**config.mk**
```make
export PLATFORM = sky130hd
export DESIGN_NAME = load_store_unit
export DESIGN_NICKNAME = d
export VERILOG_FILES = /design/src/rtl/lsu_pkg.sv /design/src/rtl/lsu_load_align.sv /design/src/rtl/load_store_unit.sv
export SDC_FILE = /design/constraint.sdc
export NUM_CORES = 1
export LEC_CHECK = 0
export ABC_AREA = 1
export CAP_MARGIN = 20
export CORE_MARGIN = 2
export CORE_UTILIZATION = 41
export DETAILED_ROUTE_END_ITERATION = 12
export PLACE_DENSITY = 0.77
export SLEW_MARGIN = 20
export SYNTH_ARGS = -nofsm -noshare
export SYNTH_HDL_FRONTEND = slang
export SYNTH_SLANG_ARGS = --single-unit
```
**constraint.sdc**
```tcl
create_clock -name clk -period 1.4 [get_ports clk]
set_input_delay 0.14 -clock clk [delete_from_list [all_inputs] [get_ports clk]]
set_output_delay 0.14 -clock clk [all_outputs]
set_load 0.1 [all_outputs]
```
**src/rtl/lsu_pkg.sv**
```systemverilog
// Shared types for the load/store unit: funct3 codes,
// FSM states, fault codes and the request legality check.
package lsu_pkg;

  localparam logic [2:0] F3_B  = 3'b000;
  localparam logic [2:0] F3_H  = 3'b001;
  localparam logic [2:0] F3_W  = 3'b010;
  localparam logic [2:0] F3_BU = 3'b100;
  localparam logic [2:0] F3_HU = 3'b101;

  typedef enum logic [1:0] {
    IDLE = 2'b00,
    REQ  = 2'b01,
    DONE = 2'b10
  } lsu_state_e;

  typedef enum logic [1:0] {
    FLT_NONE       = 2'b00,
    FLT_MISALIGNED = 2'b01,
    FLT_ILLEGAL    = 2'b10,
    FLT_TIMEOUT    = 2'b11
  } lsu_fault_e;

  // Illegal encodings outrank misalignment.
  function automatic lsu_fault_e check_op(
    input logic       load,
    input logic       store,
    input logic [2:0] f3,
    input logic [1:0] a
  );
    logic ill;
    logic mis;
    ill = (load == store)
        || (store && !(f3 inside {F3_B, F3_H, F3_W}))
        || (load && (f3 inside {3'b011, 3'b110, 3'b111}));
    mis = ((f3 == F3_H || f3 == F3_HU) && a[0])
        || (f3 == F3_W && a != 2'b00);
    if (ill)
      return FLT_ILLEGAL;
    if (mis)
      return FLT_MISALIGNED;
    return FLT_NONE;
  endfunction

endpackage

```
**src/rtl/lsu_load_align.sv**
```systemverilog
// Load data alignment: picks the byte/half lane of a
// memory word and sign- or zero-extends it.
module lsu_load_align
  import lsu_pkg::*;
(
  input  logic [31:0] word,
  input  logic [1:0]  addr,
  input  logic [2:0]  funct3,
  output logic [31:0] result
);

  logic [7:0]  b;
  logic [15:0] h;

  always_comb begin
    b      = word[{addr, 3'b000} +: 8];
    h      = addr[1] ? word[31:16] : word[15:0];
    result = word;
    case (funct3)
      F3_B:    result = {{24{b[7]}}, b};
      F3_BU:   result = {24'h0, b};
      F3_H:    result = {{16{h[15]}}, h};
      F3_HU:   result = {16'h0, h};
      default: result = word;
    endcase
  end

endmodule

```
**src/rtl/load_store_unit.sv**
```systemverilog
// Data-memory initiator: one load/store in flight, byte
// enables for sub-word stores, aligned/extended load data.
module load_store_unit
  import lsu_pkg::*;
#(
  parameter int TIMEOUT_CYCLES = 255
) (
  input  logic        clk,
  input  logic        reset,
  input  logic        cpu_valid,
  input  logic        cpu_load,
  input  logic        cpu_store,
  input  logic [2:0]  cpu_funct3,
  input  logic [31:0] cpu_addr,
  input  logic [31:0] cpu_wdata,
  output logic        cpu_busy,
  output logic        cpu_done,
  output logic [31:0] cpu_rdata,
  output logic [1:0]  cpu_fault,
  output logic        mem_req,
  output logic        mem_we,
  output logic [31:0] mem_addr,
  output logic [3:0]  mem_be,
  output logic [31:0] mem_wdata,
  input  logic        mem_ack,
  input  logic [31:0] mem_rdata
);

  localparam int CW = $clog2(TIMEOUT_CYCLES + 1);

  lsu_state_e  state, state_d;
  lsu_fault_e  chk, fault_q;
  logic        load_q;
  logic [2:0]  f3_q;
  logic [1:0]  lane_q;
  logic [31:0] rdata_q;
  logic [31:0] aligned;
  logic [CW-1:0] cnt;
  logic        cnt_exp;
  logic [3:0]  be_d;
  logic [31:0] wd_d;

  assign chk     = check_op(cpu_load, cpu_store,
                            cpu_funct3, cpu_addr[1:0]);
  assign cnt_exp = (cnt == CW'(TIMEOUT_CYCLES - 1));

  always_ff @(posedge clk) begin
    if (reset)
      state <= IDLE;
    else
      state <= state_d;
  end

  always_comb begin
    state_d = state;
    case (state)
      IDLE:
        if (cpu_valid)
          state_d = (chk == FLT_NONE) ? REQ : DONE;
      REQ:
        if (mem_ack || cnt_exp)
          state_d = DONE;
      DONE:
        state_d = IDLE;
      default:
        state_d = IDLE;
    endcase
  end

  // Stores replicate the data across lanes; BE selects.
  always_comb begin
    be_d = 4'b1111;
    wd_d = cpu_store ? cpu_wdata : 32'h0;
    if (cpu_store) begin
      case (cpu_funct3)
        F3_B: begin
          be_d = 4'b0001 << cpu_addr[1:0];
          wd_d = {4{cpu_wdata[7:0]}};
        end
        F3_H: begin
          be_d = 4'b0011 << {cpu_addr[1], 1'b0};
          wd_d = {2{cpu_wdata[15:0]}};
        end
        default: ;
      endcase
    end
  end

  lsu_load_align u_align (
    .word   (mem_rdata),
    .addr   (lane_q),
    .funct3 (f3_q),
    .result (aligned)
  );

  always_ff @(posedge clk) begin
    if (reset) begin
      fault_q   <= FLT_NONE;
      load_q    <= 1'b0;
      f3_q      <= 3'b000;
      lane_q    <= 2'b00;
      rdata_q   <= 32'h0;
      cnt       <= '0;
      mem_req   <= 1'b0;
      mem_we    <= 1'b0;
      mem_addr  <= 32'h0;
      mem_be    <= 4'h0;
      mem_wdata <= 32'h0;
    end else begin
      case (state)
        IDLE: begin
          if (cpu_valid) begin
            load_q  <= cpu_load;
            f3_q    <= cpu_funct3;
            lane_q  <= cpu_addr[1:0];
            fault_q <= chk;
            rdata_q <= 32'h0;
            cnt     <= '0;
            if (chk == FLT_NONE) begin
              mem_req   <= 1'b1;
              mem_we    <= cpu_store;
              mem_addr  <= {cpu_addr[31:2], 2'b00};
              mem_be    <= be_d;
              mem_wdata <= wd_d;
            end
          end
        end
        REQ: begin
          if (mem_ack || cnt_exp) begin
            mem_req   <= 1'b0;
            mem_we    <= 1'b0;
            mem_addr  <= 32'h0;
            mem_be    <= 4'h0;
            mem_wdata <= 32'h0;
          end
          // An ack on the expiry cycle still completes.
          if (mem_ack) begin
            fault_q <= FLT_NONE;
            rdata_q <= load_q ? aligned : 32'h0;
          end else if (cnt_exp) begin
            fault_q <= FLT_TIMEOUT;
          end else begin
            cnt <= cnt + CW'(1);
          end
        end
        default: ;
      endcase
    end
  end

  assign cpu_busy  = (state != IDLE);
  assign cpu_done  = (state == DONE);
  assign cpu_rdata = cpu_done ? rdata_q : 32'h0;
  assign cpu_fault = cpu_done ? fault_q : FLT_NONE;

endmodule

```
==> insert_results.sql, run 1 <==
INSERT INTO impl_metrics (metric_group, metric, value, unit) VALUES
('floorplanning', 'io_pins', '211', ''),
('global_route', 'largest_net_degree_at_the_start_of_global_routing', '92', ''),
('floorplanning', 'num_rows', '43', ''),
('clock_network', 'cts.path.max_buffers', '2', ''),
('clock_network', 'cts-root-buf', 'sky130_fd_sc_hd__clkbuf_16', ''),
('yosys', 'syn-instance-count', '930', ''),
('yosys', 'synth_sequential_area_ratio', '39.9', '%'),
('run_status', 'status', 'aborted with a tool error', ''),
('yosys', 'synth_ff_type', 'sky130_fd_sc_hd__dfxtp_1', ''),
('floorplanning', 'chipWidth', '124', 'µm'),
('yosys', 'synth.ff_latch_count', '118', ''),
('sta', 'endpoint_type', 'output port', ''),
('sta', 'repair-timing-grt-worst-ep', 'cpu_rdata[28]', ''),
('floorplanning', 'initial_utilization', '42.3', '%'),
('clock_network', 'clkSinkCount', '118', ''),
('floorplanning', 'die_h', '124', 'µm'),
('global_route', 'grt.total_usage', '74.1', '%'),
('clock_network', 'hold_buffers', '0', ''),
('yosys', 'synth_cell_type_count', '29', ''),
('yosys', 'netlist.area_leader.share', '39.9', '%'),
('global_route', 'grt_overflow', '153', ''),
('yosys', 'synth-async-reset-ratio', '0', '%'),
('yosys', 'synthesis.area_per_instance', '6.36', 'µm²'),
('placement', 'finalWeightedCongestion', '0.936', ''),
('placement', 'place_ws', '-477', 'ps'),
('yosys', 'number_of_synthesized_flops_with_an_enable_pin', '0', ''),
('placement', 'place_hpwl', '15800', 'µm'),
('yosys', 'synth.area.top_cells', 'sky130_fd_sc_hd__dfxtp_1 (40%), sky130_fd_sc_hd__nand2_1 (18%), sky130_fd_sc_hd__a21oi_1 (11%)', ''),
('run_status', 'haltStage', 'global routing (5_1_grt)', ''),
('yosys', 'yosysTopAreaCell', 'sky130_fd_sc_hd__dfxtp_1', ''),
('yosys', 'synthesis.area', '5910', 'µm²'),
('placement', 'count_of_port_buffers_added_during_placement', '208', ''),
('clock_network', 'htree_levels', '4', ''),
('yosys', 'yosys_warnings', '0', ''),
('run_status', 'error', '[ERROR GRT-0232] Routing congestion too high. Check the congestion heatmap in the GUI.', ''),
('clock_network', 'cts_buffers', '17', '');
-- per-layer routing --
layer | overflow | global-route usage (%)
met5 | 0 | 11.8
met4 | 72 | 80.5
met3 | 1 | 57.1
met2 | 78 | 92.9
met1 | 2 | 71.5
-- cell usage after synthesis, types with 3 or more instances --
library cell               instances
sky130_fd_sc_hd__buf_4             9
sky130_fd_sc_hd__nand4_1          11
sky130_fd_sc_hd__nand2_1         281
sky130_fd_sc_hd__nand2_2           3
sky130_fd_sc_hd__o21ai_0          38
sky130_fd_sc_hd__dfxtp_1         118
sky130_fd_sc_hd__or2_2             9
sky130_fd_sc_hd__buf_2            22
sky130_fd_sc_hd__nor2_1           98
sky130_fd_sc_hd__nand3_1          64
sky130_fd_sc_hd__inv_2             5
sky130_fd_sc_hd__o211ai_1          3
sky130_fd_sc_hd__clkbuf_1         20
sky130_fd_sc_hd__a21oi_1         131
sky130_fd_sc_hd__inv_1            98
-- kinds of logic after synthesis --
kind of cell	count (synthesis)	share of synthesized area (%)
and+or+nand+nor	473	32.8
AOI/OAI and AO/OA	177	15.4
buffers and inverters	157	11.0
DFF	118	39.9
xor gates and xnor gates	2	0.296
adders and majority gates	2	0.423
other	1	0.0634
-- what timing repair did --
item | in CTS
buffers inserted | 40
cloned | 24
pin swaps | 56
gates resized for setup | 224
endpoints found under the setup margin | 141
-- per-stage QoR --
| stage | instance area (µm²) | utilization [%] | instances |
|---|---|---|---|
| after floorplan | 6280 | - | 931 |
| after global placement | 10200 | 72.7 | 1364 |
| after detailed placement | 10200 | 72.7 | 1364 |
| after CTS | 12500 | 89.1 | 1460 |
==> inputs of run 2 (changes only) <==
--- a/config.mk
+++ b/config.mk
@@ -8,9 +8,9 @@
 export ABC_AREA = 1
 export CAP_MARGIN = 20
 export CORE_MARGIN = 2
-export CORE_UTILIZATION = 41
+export CORE_UTILIZATION = 40
 export DETAILED_ROUTE_END_ITERATION = 12
-export PLACE_DENSITY = 0.77
+export PLACE_DENSITY_LB_ADDON = 0.15
 export SLEW_MARGIN = 20
 export SYNTH_ARGS = -nofsm -noshare
 export SYNTH_HDL_FRONTEND = slang
==> constraint.sdc (replaced) <==
create_clock -name clk -period 1.8 [get_ports clk]
set_input_delay 0.18 -clock clk [delete_from_list [all_inputs] [get_ports clk]]
set_output_delay 0.18 -clock clk [all_outputs]
set_load 0.1 [all_outputs]
==> insert_results.sql, run 2 <==
INSERT INTO impl_metrics (metric_group, metric, value, unit) VALUES
('placement', 'finalWeightedCongestion', '0.907', ''),
('sta', 'setup_viol', '6', ''),
('sta', 'drv_slew', '0', ''),
('critical_path', 'regToRegEndpoint', 'mem_wdata[31]$_SDFFE_PP0P_', ''),
('yosys', 'synth-async-reset-ratio', '0', '%'),
('power_and_ir_drop', 'power-per-cell-area', '834', 'nW/µm²'),
('placement', 'place_hpwl', '13500', 'µm'),
('layout', 'layout-drive-gt1-share', '21.9', '%'),
('critical_path', 'critical_path_required', '1620', 'ps'),
('yosys', 'number_of_synthesized_flops_with_an_enable_pin', '0', ''),
('clock_network', 'cts_tree', 'built', ''),
('power_and_ir_drop', 'report.power.total', '7.95', 'mW'),
('yosys', 'synth.ff_latch_count', '118', ''),
('critical_path', 'ff2ff_path_depth', '8', ''),
('layout', 'postLayoutCoreUtil', '65.8', '%'),
('drt', 'detail_route.wirelength', '18500', 'µm'),
('run_status', 'status', 'complete, but fails checks', ''),
('run_status', 'violations_in_the_final_reports', 'negative setup slack', ''),
('power_and_ir_drop', 'static_leakage', '3.95', 'nW'),
('global_route', 'global_route.usage.met3', '6.97', '%'),
('layout', 'layout_common_cells', 'sky130_fd_sc_hd__nand2_1 (281), sky130_fd_sc_hd__a21oi_1 (131), sky130_fd_sc_hd__dfxtp_1 (116)', ''),
('sta', 'timing_hold_violations_final', '0', ''),
('yosys', 'synth_cell_type_count', '29', ''),
('layout', 'mostFrequentLayoutCell', 'sky130_fd_sc_hd__nand2_1', ''),
('clock_network', 'clk_pin_slew_worst_paths', '60', 'ps'),
('layout', 'fill_cells', '1299', ''),
('yosys', 'synth.area.top_cells', 'sky130_fd_sc_hd__dfxtp_1 (40%), sky130_fd_sc_hd__nand2_1 (18%), sky130_fd_sc_hd__a21oi_1 (11%)', ''),
('floorplanning', 'chipWidth', '126', 'µm'),
('floorplanning', 'die_area', '15800', 'µm²'),
('run', 'number_of_max_cap_violations', '0', ''),
('drt', 'route.detailed.drc', '0', ''),
('worst_hold_path', 'hold_path_startpoint', 'reset', ''),
('yosys', 'yosys_warnings', '0', ''),
('yosys', 'synth_ff_type', 'sky130_fd_sc_hd__dfxtp_1', ''),
('global_route', 'antenna_found_initial', '0', ''),
('clock_network', 'clkSinkCount', '118', ''),
('yosys', 'synth.most_common_cell', 'sky130_fd_sc_hd__nand2_1', ''),
('worst_hold_path', 'worst_hold_path.num_cells', '3', ''),
('global_route', 'largest_net_degree_at_the_start_of_global_routing', '63', ''),
('sta', 'finalCriticalPeriod', '1810', 'ps'),
('global_route', 'grt_overflow', '0', ''),
('global_route', 'grt-busiest-layer', 'met2', ''),
('sta', 'skew', '7.09', 'ps'),
('placement', 'count_of_port_buffers_added_during_placement', '208', ''),
('yosys', 'synth_common_cells', 'sky130_fd_sc_hd__nand2_1 (281), sky130_fd_sc_hd__a21oi_1 (131), sky130_fd_sc_hd__dfxtp_1 (118)', ''),
('layout', 'final_net_count', '1267', ''),
('floorplanning', 'initial_utilization', '40.8', '%'),
('worst_hold_path', 'min_path_type', 'in2reg', ''),
('drt', 'first_iter_violations', '529', ''),
('critical_path', 'reg2reg_from', 'cnt[3]$_SDFFE_PP0P_', ''),
('critical_path', 'start_kind', 'register', ''),
('layout', 'area_growth', '61.2', '%'),
('clock_network', 'cts.path.max_buffers', '2', ''),
('yosys', 'synthesis.area_per_instance', '6.36', 'µm²'),
('floorplanning', 'io_pins', '211', ''),
('clock_network', 'cts_buffers', '17', ''),
('yosys', 'yosysTopAreaCell', 'sky130_fd_sc_hd__dfxtp_1', ''),
('drt', 'via_per_inst', '4.90', ''),
('global_route', 'grt.total_usage', '23.8', '%'),
('layout', 'antennaDiodeCount', '0', ''),
('drt', 'drt_pre_antenna_iters', '5', ''),
('global_route', 'grt_first_pass_wirelength', '30900', 'µm'),
('floorplanning', 'die_h', '126', 'µm'),
('sta', 'layout_worst_path_cycle_share', '101', '%'),
('global_route', 'grt_util_met1', '29.2', '%'),
('critical_path', 'worst_setup_path_end_kind', 'output port', ''),
('clock_network', 'cts-root-buf', 'sky130_fd_sc_hd__clkbuf_16', ''),
('layout', 'biggestRegsByFlops', 'mem_wdata x32, rdata_q x32, mem_addr x30', ''),
('sta', 'rsz0062_at_grt', 'true', ''),
('worst_hold_path', 'timing.hold.worst_endpoint', 'cnt[7]$_SDFFE_PP0P_', ''),
('clock_network', 'htree_levels', '4', ''),
('critical_path', 'crit_arrival', '1630', 'ps'),
('drt', 'routed_wire_length_per_instance', '13.7', 'µm'),
('global_route', 'global_route.usage.met2', '40.1', '%'),
('power_and_ir_drop', 'ir_drop', '0.485', 'mV'),
('yosys', 'synthesis.area', '5910', 'µm²'),
('floorplanning', 'placeableCoreArea', '14500', 'µm²'),
('yosys', 'synth_sequential_area_ratio', '39.9', '%'),
('sta', 'finalWorstSetupSlack', '-11.4', 'ps'),
('drt', 'dr_vias', '6643', ''),
('critical_path', 'crit_fanout', '12', ''),
('global_route', 'via_count_of_the_first_global_routing_pass', '6461', ''),
('yosys', 'netlist.area_leader.share', '39.9', '%'),
('floorplanning', 'num_rows', '44', ''),
('critical_path', 'crit_type', 'reg2out', ''),
('yosys', 'syn-instance-count', '930', ''),
('drt', 'route.antenna.remaining_nets', '0', ''),
('sta', 'clock.fmax', '0.552', 'GHz'),
('clock_network', 'worst_skew_pair.late_latency', '420', 'ps'),
('critical_path', 'r2r_setup_slack', '180', 'ps');
run 2: cell counts after synthesis:
No cell type changed its count.
run 2: worst max path at each step:
stage	startpoint	to	slack [ps]
6_report	state[1]$_SDFFE_PP0P_	cpu_rdata[15]	-10
5_1_grt	state[1]$_SDFFE_PP0P_	cpu_rdata[5]	-60
4_1_cts	state[1]$_SDFFE_PP0P_	cpu_rdata[8]	-10
3_5_place_dp	cpu_funct3[0]	mem_wdata[7]$_SDFFE_PP0P_	-80
3_3_place_gp	cpu_funct3[0]	mem_wdata[30]$_SDFFE_PP0P_	-20
2_1_floorplan	state[1]$_SDFFE_PP0P_	cpu_fault[0]	-300
run 2: metrics by stage:
| step | cell area [µm²] | worst slack, ps | setup TNS (ps) | cells | hold slack [ps] |
|---|---|---|---|---|---|
| 3_3_place_gp | 8880 | -20.4 | -184 | 1321 | 440 |
| 2_1_floorplan | 6250 | -303 | -8770 | 931 | 328 |
| 6_report | 9530 | -11.4 | -37.9 | 1357 | 232 |
| 3_5_place_dp | 8880 | -80.5 | -2140 | 1321 | 453 |
| 4_1_cts | 9500 | -14.7 | -87.1 | 1356 | 239 |
| 5_1_grt | 9530 | -61.2 | -1090 | 1357 | 272 |
run 2: layer usage:
metal | share of wire [%] | routed length, µm
met5 | 0 | 0
met1 | 43 | 7990
met3 | 7.9 | 1470
met4 | 2.0 | 376
met2 | 47 | 8710
run 2: area by class of cell:
cell class              instances  area [µm²]  share of cell area [%]
multi-input cells             656        3180                    33.4
clock buffers                  17         425                    4.46
flip-flops and latches        118        2360                    24.8
repair buffers                262        2790                    29.2
well taps                     184         230                    2.42
inverters                     105         399                    4.19
clock inverters                15         140                    1.47
run 2: worst max-delay path: stages, from the launching register on:
cell	delay (ps)
sky130_fd_sc_hd__dfxtp_2	330
sky130_fd_sc_hd__inv_2	50
sky130_fd_sc_hd__nor2_4	160
sky130_fd_sc_hd__clkinv_4	150
sky130_fd_sc_hd__buf_16	210
sky130_fd_sc_hd__nor2_4	130
sky130_fd_sc_hd__buf_12	180
run 2: report_power, final:
group / internal (mW) / switching [mW] / total, mW / leakage (nW)
Combinational: 0.651 / 1.27 / 1.92 / 2.73
Clock: 1.92 / 1.34 / 3.26 / 0.268
Sequential: 2.71 / 0.0582 / 2.77 / 0.958
Total: 5.28 / 2.67 / 7.95 / 3.95
run 2: cells by family after synthesis:
family | after synthesis | share of synthesized area, %
other cells | 1 | 0.0634
buf+inv | 157 | 11.0
xor+xnor | 2 | 0.296
simple gates | 473 | 32.8
fa+ha+maj | 2 | 0.423
flops | 118 | 39.9
compound gates | 177 | 15.4
run 2: what timing repair did:
| item | 4_1_cts | 5_1_grt |
|---|---|---|
| pin swaps | 3 | 1 |
| hold buffers | 0 | 0 |
| setup buffers | 2 | 1 |
| cloned | 1 | 0 |
| endpoints found under the setup margin | 29 | 85 |
| resized for setup | 3 | 8 |
Power figures use the tool's default switching activity.
==> inputs of run 3 (changes only) <==
==> constraint.sdc (replaced) <==
create_clock -name clk -period 1.75 [get_ports clk]
set_input_delay 0.175 -clock clk [delete_from_list [all_inputs] [get_ports clk]]
set_output_delay 0.175 -clock clk [all_outputs]
set_load 0.1 [all_outputs]
==> insert_results.sql, run 3 (synthesis results as in run 2) <==
INSERT INTO impl_metrics (metric_group, metric, value, unit) VALUES
('critical_path', 'critPathMaxStageDelay', '330', 'ps'),
('layout', 'biggestRegsByFlops', 'mem_wdata x32, rdata_q x32, mem_addr x30', ''),
('global_route', 'antenna_found_initial', '0', ''),
('run', 'number_of_max_cap_violations', '0', ''),
('layout', 'antennaDiodeCount', '0', ''),
('global_route', 'grt.total_usage', '23.0', '%'),
('drt', 'dr_vias', '6649', ''),
('drt', 'route.detailed.drc', '0', ''),
('global_route', 'largest_net_degree_at_the_start_of_global_routing', '40', ''),
('placement', 'place_hpwl', '13500', 'µm'),
('layout', 'layout_common_cells', 'sky130_fd_sc_hd__nand2_1 (281), sky130_fd_sc_hd__a21oi_1 (131), sky130_fd_sc_hd__dfxtp_1 (117)', ''),
('drt', 'route.antenna.remaining_nets', '0', ''),
('critical_path', 'crit_arrival', '1540', 'ps'),
('drt', 'first_iter_violations', '433', ''),
('drt', 'detail_route.wirelength', '18300', 'µm'),
('sta', 'rsz0062_at_grt', 'true', ''),
('drt', 'via_per_inst', '4.91', ''),
('power_and_ir_drop', 'ir_drop', '0.521', 'mV'),
('sta', 'layout_worst_path_cycle_share', '98.1', '%'),
('critical_path', 'start_kind', 'register', ''),
('sta', 'tns', '0', 'ps'),
('layout', 'layout-drive-gt1-share', '21.2', '%'),
('layout', 'area_growth', '61.1', '%'),
('layout', 'post_layout_nonfiller_instances', '1355', ''),
('critical_path', 'top_delay_family_on_crit_path', 'buffers and inverters', ''),
('power_and_ir_drop', 'report.power.total', '8.30', 'mW'),
('clock_network', 'worst_skew_pair.late_latency', '410', 'ps'),
('clock_network', 'clk_pin_slew_worst_paths', '50', 'ps'),
('clock_network', 'cts-root-buf', 'sky130_fd_sc_hd__clkbuf_16', ''),
('critical_path', 'crit_type', 'reg2out', ''),
('critical_path', 'critical-path-slowest-cell', 'sky130_fd_sc_hd__dfxtp_2', ''),
('critical_path', 'worst_setup_path_end_kind', 'output port', ''),
('sta', 'setup_viol', '0', ''),
('clock_network', 'cts_tree', 'built', ''),
('floorplanning', 'die_h', '126', 'µm'),
('placement', 'finalWeightedCongestion', '0.885', ''),
('layout', 'fill_cells', '1300', ''),
('sta', 'hold_slack', '129', 'ps'),
('floorplanning', 'initial_utilization', '40.8', '%'),
('worst_hold_path', 'min_path_type', 'in2reg', ''),
('layout', 'mostFrequentLayoutCell', 'sky130_fd_sc_hd__nand2_1', ''),
('clock_network', 'cts_buffers', '17', ''),
('floorplanning', 'placeableCoreArea', '14500', 'µm²'),
('sta', 'skew', '6.46', 'ps'),
('floorplanning', 'chipWidth', '126', 'µm'),
('critical_path', 'crit_fanout', '17', ''),
('clock_network', 'hold_buffers', '0', ''),
('critical_path', 'critical_path_required', '1570', 'ps'),
('sta', 'finalCriticalPeriod', '1720', 'ps'),
('critical_path', 'worst-path-buf-inv', '4', ''),
('floorplanning', 'io_pins', '211', ''),
('sta', 'drv_slew', '0', ''),
('clock_network', 'cts.path.max_buffers', '2', ''),
('floorplanning', 'num_rows', '44', ''),
('placement', 'placed_cells', '1322', ''),
('clock_network', 'clkSinkCount', '118', ''),
('layout', 'final_net_count', '1266', ''),
('power_and_ir_drop', 'power-per-cell-area', '871', 'nW/µm²'),
('drt', 'routed_wire_length_per_instance', '13.5', 'µm'),
('power_and_ir_drop', 'static_leakage', '3.96', 'nW'),
('sta', 'clock.fmax', '0.582', 'GHz'),
('placement', 'count_of_port_buffers_added_during_placement', '208', ''),
('drt', 'drt_pre_antenna_iters', '5', ''),
('clock_network', 'htree_levels', '4', ''),
('run_status', 'status', 'finished clean', ''),
('global_route', 'grt_overflow', '0', ''),
('critical_path', 'worstPathCellList', 'inv_2, nor2_4, clkinv_4, buf_12, nor2_4, buf_12', ''),
('floorplanning', 'die_area', '15800', 'µm²'),
('global_route', 'grt_first_pass_wirelength', '29900', 'µm'),
('sta', 'timing_hold_violations_final', '0', ''),
('global_route', 'via_count_of_the_first_global_routing_pass', '6252', '');
-- run 3: metal layers --
layer	routed length, µm	part of all wire, %	GRT usage (%)
met5	0	0	0
met4	260	1.4	6.47
met3	1470	8.0	6.85
met2	8640	47	38.5
met1	7890	43	28.8
-- run 3: through the flow --
step           cell area, µm²  util (%)  setup slack [ps]
2_1_floorplan            6250         -              -348
3_3_place_gp             8890      61.4             -82.0
3_5_place_dp             8890      61.4              -155
4_1_cts                  9490      65.6              22.3
5_1_grt                  9530      65.8             -74.1
6_report                 9530      65.8              32.4
-- run 3: power breakdown --
part | internal (mW) | leakage (nW) | switching [mW]
clock | 2.30 | 0.290 | 1.20
combinational | 0.660 | 2.71 | 1.31
sequential | 2.79 | 0.957 | 0.0581
-- run 3: worst register-to-register path, cell delays in order (launching register included) --
cell and delay, ps:
sky130_fd_sc_hd__dfxtp_1 350, sky130_fd_sc_hd__nor2_1 250, sky130_fd_sc_hd__nand2_1 160, sky130_fd_sc_hd__inv_1 120, sky130_fd_sc_hd__nand3_1 130, sky130_fd_sc_hd__nor2_1 180
sky130_fd_sc_hd__buf_4 220, sky130_fd_sc_hd__nand2_1 90, sky130_fd_sc_hd__a21oi_1 150
-- run 3: area by class of cell --
class | count | area, µm² | area share, %
clock buffer | 22 | 464 | 4.87
clock inverter | 9 | 126 | 1.33
inverter | 105 | 402 | 4.22
multi-input combinational | 656 | 3190 | 33.4
sequential | 118 | 2360 | 24.8
tap | 184 | 230 | 2.42
timing repair buffer | 261 | 2760 | 28.9
-- run 3: worst paths after layout --
kind | cells past startpoint | endpoint | slack [ps] | start
worst max-delay path | 6 | cpu_rdata[10] | 30 | state[1]$_SDFFE_PP0P_
worst min register to register | 2 | load_q$_SDFFE_PP0P_ | 450 | load_q$_SDFFE_PP0P_
worst min-delay path | 2 | cnt[5]$_SDFFE_PP0P_ | 130 | reset
worst max register to register | 8 | mem_wdata[7]$_SDFFE_PP0P_ | 30 | state[0]$_SDFFE_PP0P_
-- run 3: timing repair --
item                       in CTS  in global routing
setup buffers                   2                  0
resized for setup               0                  8
setup endpoints to repair      29                 66
pin swaps                       1                  1
==> inputs of run 4 (changes only) <==
==> constraint.sdc (replaced) <==
create_clock -name clk -period 2.1 [get_ports clk]
set_input_delay 0.21 -clock clk [delete_from_list [all_inputs] [get_ports clk]]
set_output_delay 0.21 -clock clk [all_outputs]
set_load 0.1 [all_outputs]
==> insert_results.sql, run 4 (synthesis results as in run 2) <==
INSERT INTO impl_metrics (metric_group, metric, value, unit) VALUES
('sta', 'worst_pin_slew', '785', 'ps'),
('sta', 'timing_hold_violations_final', '0', ''),
('worst_hold_path', 'min_path_type', 'in2reg', ''),
('drt', 'detail_route.wirelength', '18100', 'µm'),
('power_and_ir_drop', 'report.power.total', '6.90', 'mW'),
('clock_network', 'cts-root-buf', 'sky130_fd_sc_hd__clkbuf_16', ''),
('clock_network', 'cts_tree', 'built', ''),
('clock_network', 'cts_setup_buffers', '0', ''),
('drt', 'route.detailed.drc', '0', ''),
('global_route', 'antenna_found_initial', '0', ''),
('floorplanning', 'die_h', '126', 'µm'),
('critical_path', 'worst_setup_path_end_kind', 'output port', ''),
('placement', 'count_of_port_buffers_added_during_placement', '208', ''),
('layout', 'area_occupied_by_multi_input_gates', '3150', 'µm²'),
('critical_path', 'start_kind', 'register', ''),
('sta', 'hold_slack', '310', 'ps'),
('sta', 'relSlewSlack', '47.6', '%'),
('power_and_ir_drop', 'power.combinational.fraction', '22.4', '%'),
('drt', 'route.antenna.remaining_nets', '0', ''),
('critical_path', 'critPathMaxStageDelay', '330', 'ps'),
('floorplanning', 'initial_utilization', '40.8', '%'),
('layout', 'layout_common_cells', 'sky130_fd_sc_hd__nand2_1 (281), sky130_fd_sc_hd__a21oi_1 (131), sky130_fd_sc_hd__dfxtp_1 (118)', ''),
('drt', 'first_iter_violations', '456', ''),
('placement', 'place_hpwl', '13200', 'µm'),
('layout', 'final_net_count', '1241', ''),
('floorplanning', 'chipWidth', '126', 'µm'),
('critical_path', 'crit_type', 'reg2out', ''),
('drt', 'routed_wire_length_per_instance', '13.6', 'µm'),
('layout', 'antennaDiodeCount', '0', ''),
('critical_path', 'ff2ff_path_depth', '8', ''),
('power_and_ir_drop', 'share_seq_of_total_power', '34.4', '%'),
('run', 'number_of_max_cap_violations', '0', ''),
('clock_network', 'cts_buffers', '17', ''),
('power_and_ir_drop', 'ir_drop', '0.506', 'mV'),
('clock_network', 'clkSinkCount', '118', ''),
('global_route', 'grt.total_usage', '23.0', '%'),
('drt', 'drt_pre_antenna_iters', '5', ''),
('drt', 'via_per_inst', '4.95', ''),
('power_and_ir_drop', 'total_switching_power', '2.15', 'mW'),
('global_route', 'via_count_of_the_first_global_routing_pass', '6227', ''),
('global_route', 'largest_net_degree_at_the_start_of_global_routing', '92', ''),
('layout', 'area_used_by_sequential_logic_in_the_layout', '2360', 'µm²'),
('run_status', 'status', 'finished clean', ''),
('layout', 'area_growth', '56.9', '%'),
('global_route', 'grt_first_pass_wirelength', '29800', 'µm'),
('drt', 'dr_vias', '6589', ''),
('sta', 'finalCriticalPeriod', '1920', 'ps'),
('floorplanning', 'die_area', '15800', 'µm²'),
('sta', 'layout_worst_path_cycle_share', '91.2', '%'),
('worst_hold_path', 'worst_hold_path.num_cells', '3', ''),
('global_route', 'grt_overflow', '0', ''),
('layout', 'biggestRegsByFlops', 'mem_wdata x32, rdata_q x32, mem_addr x30', ''),
('floorplanning', 'io_pins', '211', ''),
('critical_path', 'critical-path-slowest-cell', 'sky130_fd_sc_hd__dfxtp_1', ''),
('critical_path', 'critical_path_required', '1890', 'ps'),
('sta', 'tns', '0', 'ps'),
('sta', 'skew', '11.0', 'ps'),
('critical_path', 'cp_common_cell', 'sky130_fd_sc_hd__buf_12', ''),
('sta', 'setup_viol', '0', ''),
('placement', 'finalWeightedCongestion', '0.892', ''),
('power_and_ir_drop', 'static_leakage', '3.82', 'nW'),
('clock_network', 'cts.path.max_buffers', '2', ''),
('sta', 'rsz0062_at_grt', 'false', ''),
('clock_network', 'htree_levels', '4', ''),
('critical_path', 'worstPathCellList', 'inv_1, nor2_4, inv_8, buf_12, nor2_2, buf_12', ''),
('layout', 'layout-drive-gt1-share', '19.4', '%'),
('sta', 'drv_slew', '0', ''),
('critical_path', 'crit_fanout', '24', ''),
('clock_network', 'worst_skew_pair.late_latency', '410', 'ps'),
('critical_path', 'crit_arrival', '1710', 'ps'),
('power_and_ir_drop', 'power-per-cell-area', '743', 'nW/µm²'),
('power_and_ir_drop', 'internal_power', '4.74', 'mW'),
('floorplanning', 'num_rows', '44', ''),
('power_and_ir_drop', 'power_switching_share', '31.2', '%'),
('layout', 'mostFrequentLayoutCell', 'sky130_fd_sc_hd__nand2_1', ''),
('layout', 'fill_cells', '1333', ''),
('clock_network', 'clk_pin_slew_worst_paths', '60', 'ps'),
('floorplanning', 'placeableCoreArea', '14500', 'µm²'),
('power_and_ir_drop', 'power.clock.fraction', '43.1', '%'),
('sta', 'clock.fmax', '0.522', 'GHz');
==> run 4: worst paths after layout <==
| check | start | to | slack [ps] |
|---|---|---|---|
| max reg2reg | state[0]$_SDFFE_PP0P_ | rdata_q[31]$_SDFFE_PP0P_ | 310 |
| min reg2reg | load_q$_SDFFE_PP0P_ | load_q$_SDFFE_PP0P_ | 460 |
| max | state[1]$_SDFFE_PP0P_ | cpu_rdata[1] | 180 |
| min | reset | cnt[5]$_SDFFE_PP0P_ | 310 |
==> run 4: metal layers <==
layer | vias to the layer above | GRT usage [%] | share of wire, %
met1 | 2982 | 28.7 | 42
li1 | 3348 | - | -
met4 | 0 | 7.45 | 1.8
met3 | 28 | 7.23 | 8.8
met5 | - | 0 | 0
met2 | 231 | 37.8 | 47
==> run 4: repair_timing <==
action                                  in CTS  in global routing
endpoints found under the setup margin       0                  1
hold buffers                                 0                  0
gates resized for setup                      0                  1
==> run 4: power by group through the flow <==
stage / clock (mW) / sequential, mW / combinational (mW)
2_1_floorplan: 0 / 2.80 / 0.662
3_3_place_gp: 0 / 2.42 / 1.54
3_5_place_dp: 0 / 2.42 / 1.54
4_1_cts: 3.02 / 2.37 / 1.55
5_1_grt: 3.14 / 2.38 / 1.67
6_report: 2.97 / 2.37 / 1.55
==> run 4: final cells by class <==
cell class	instances	share of cell area [%]
Clock inverter	11	1.59
Inverter	105	4.33
Sequential cell	118	25.5
Clock buffer	21	4.96
Multi-Input combinational cell	656	33.9
Tap cell	184	2.48
Timing Repair Buffer	236	27.2
==> run 4: critical path: cells and delay by family, from the launching register on <==
family        cells  cell delay [ps]
simple gates      2              360
flops             1              330
buf+inv           4              580
==> run 4: through the flow <==
stage               setup slack (ps)  cells  utilization [%]  area [µm²]
finish                           184   1331             64.1        9280
global route                     100   1331             64.1        9280
CTS                             62.4   1331             64.1        9280
detailed placement              67.4   1299             59.9        8670
global placement                 141   1299             59.9        8670
floorplan                      -47.7    931                -        6180
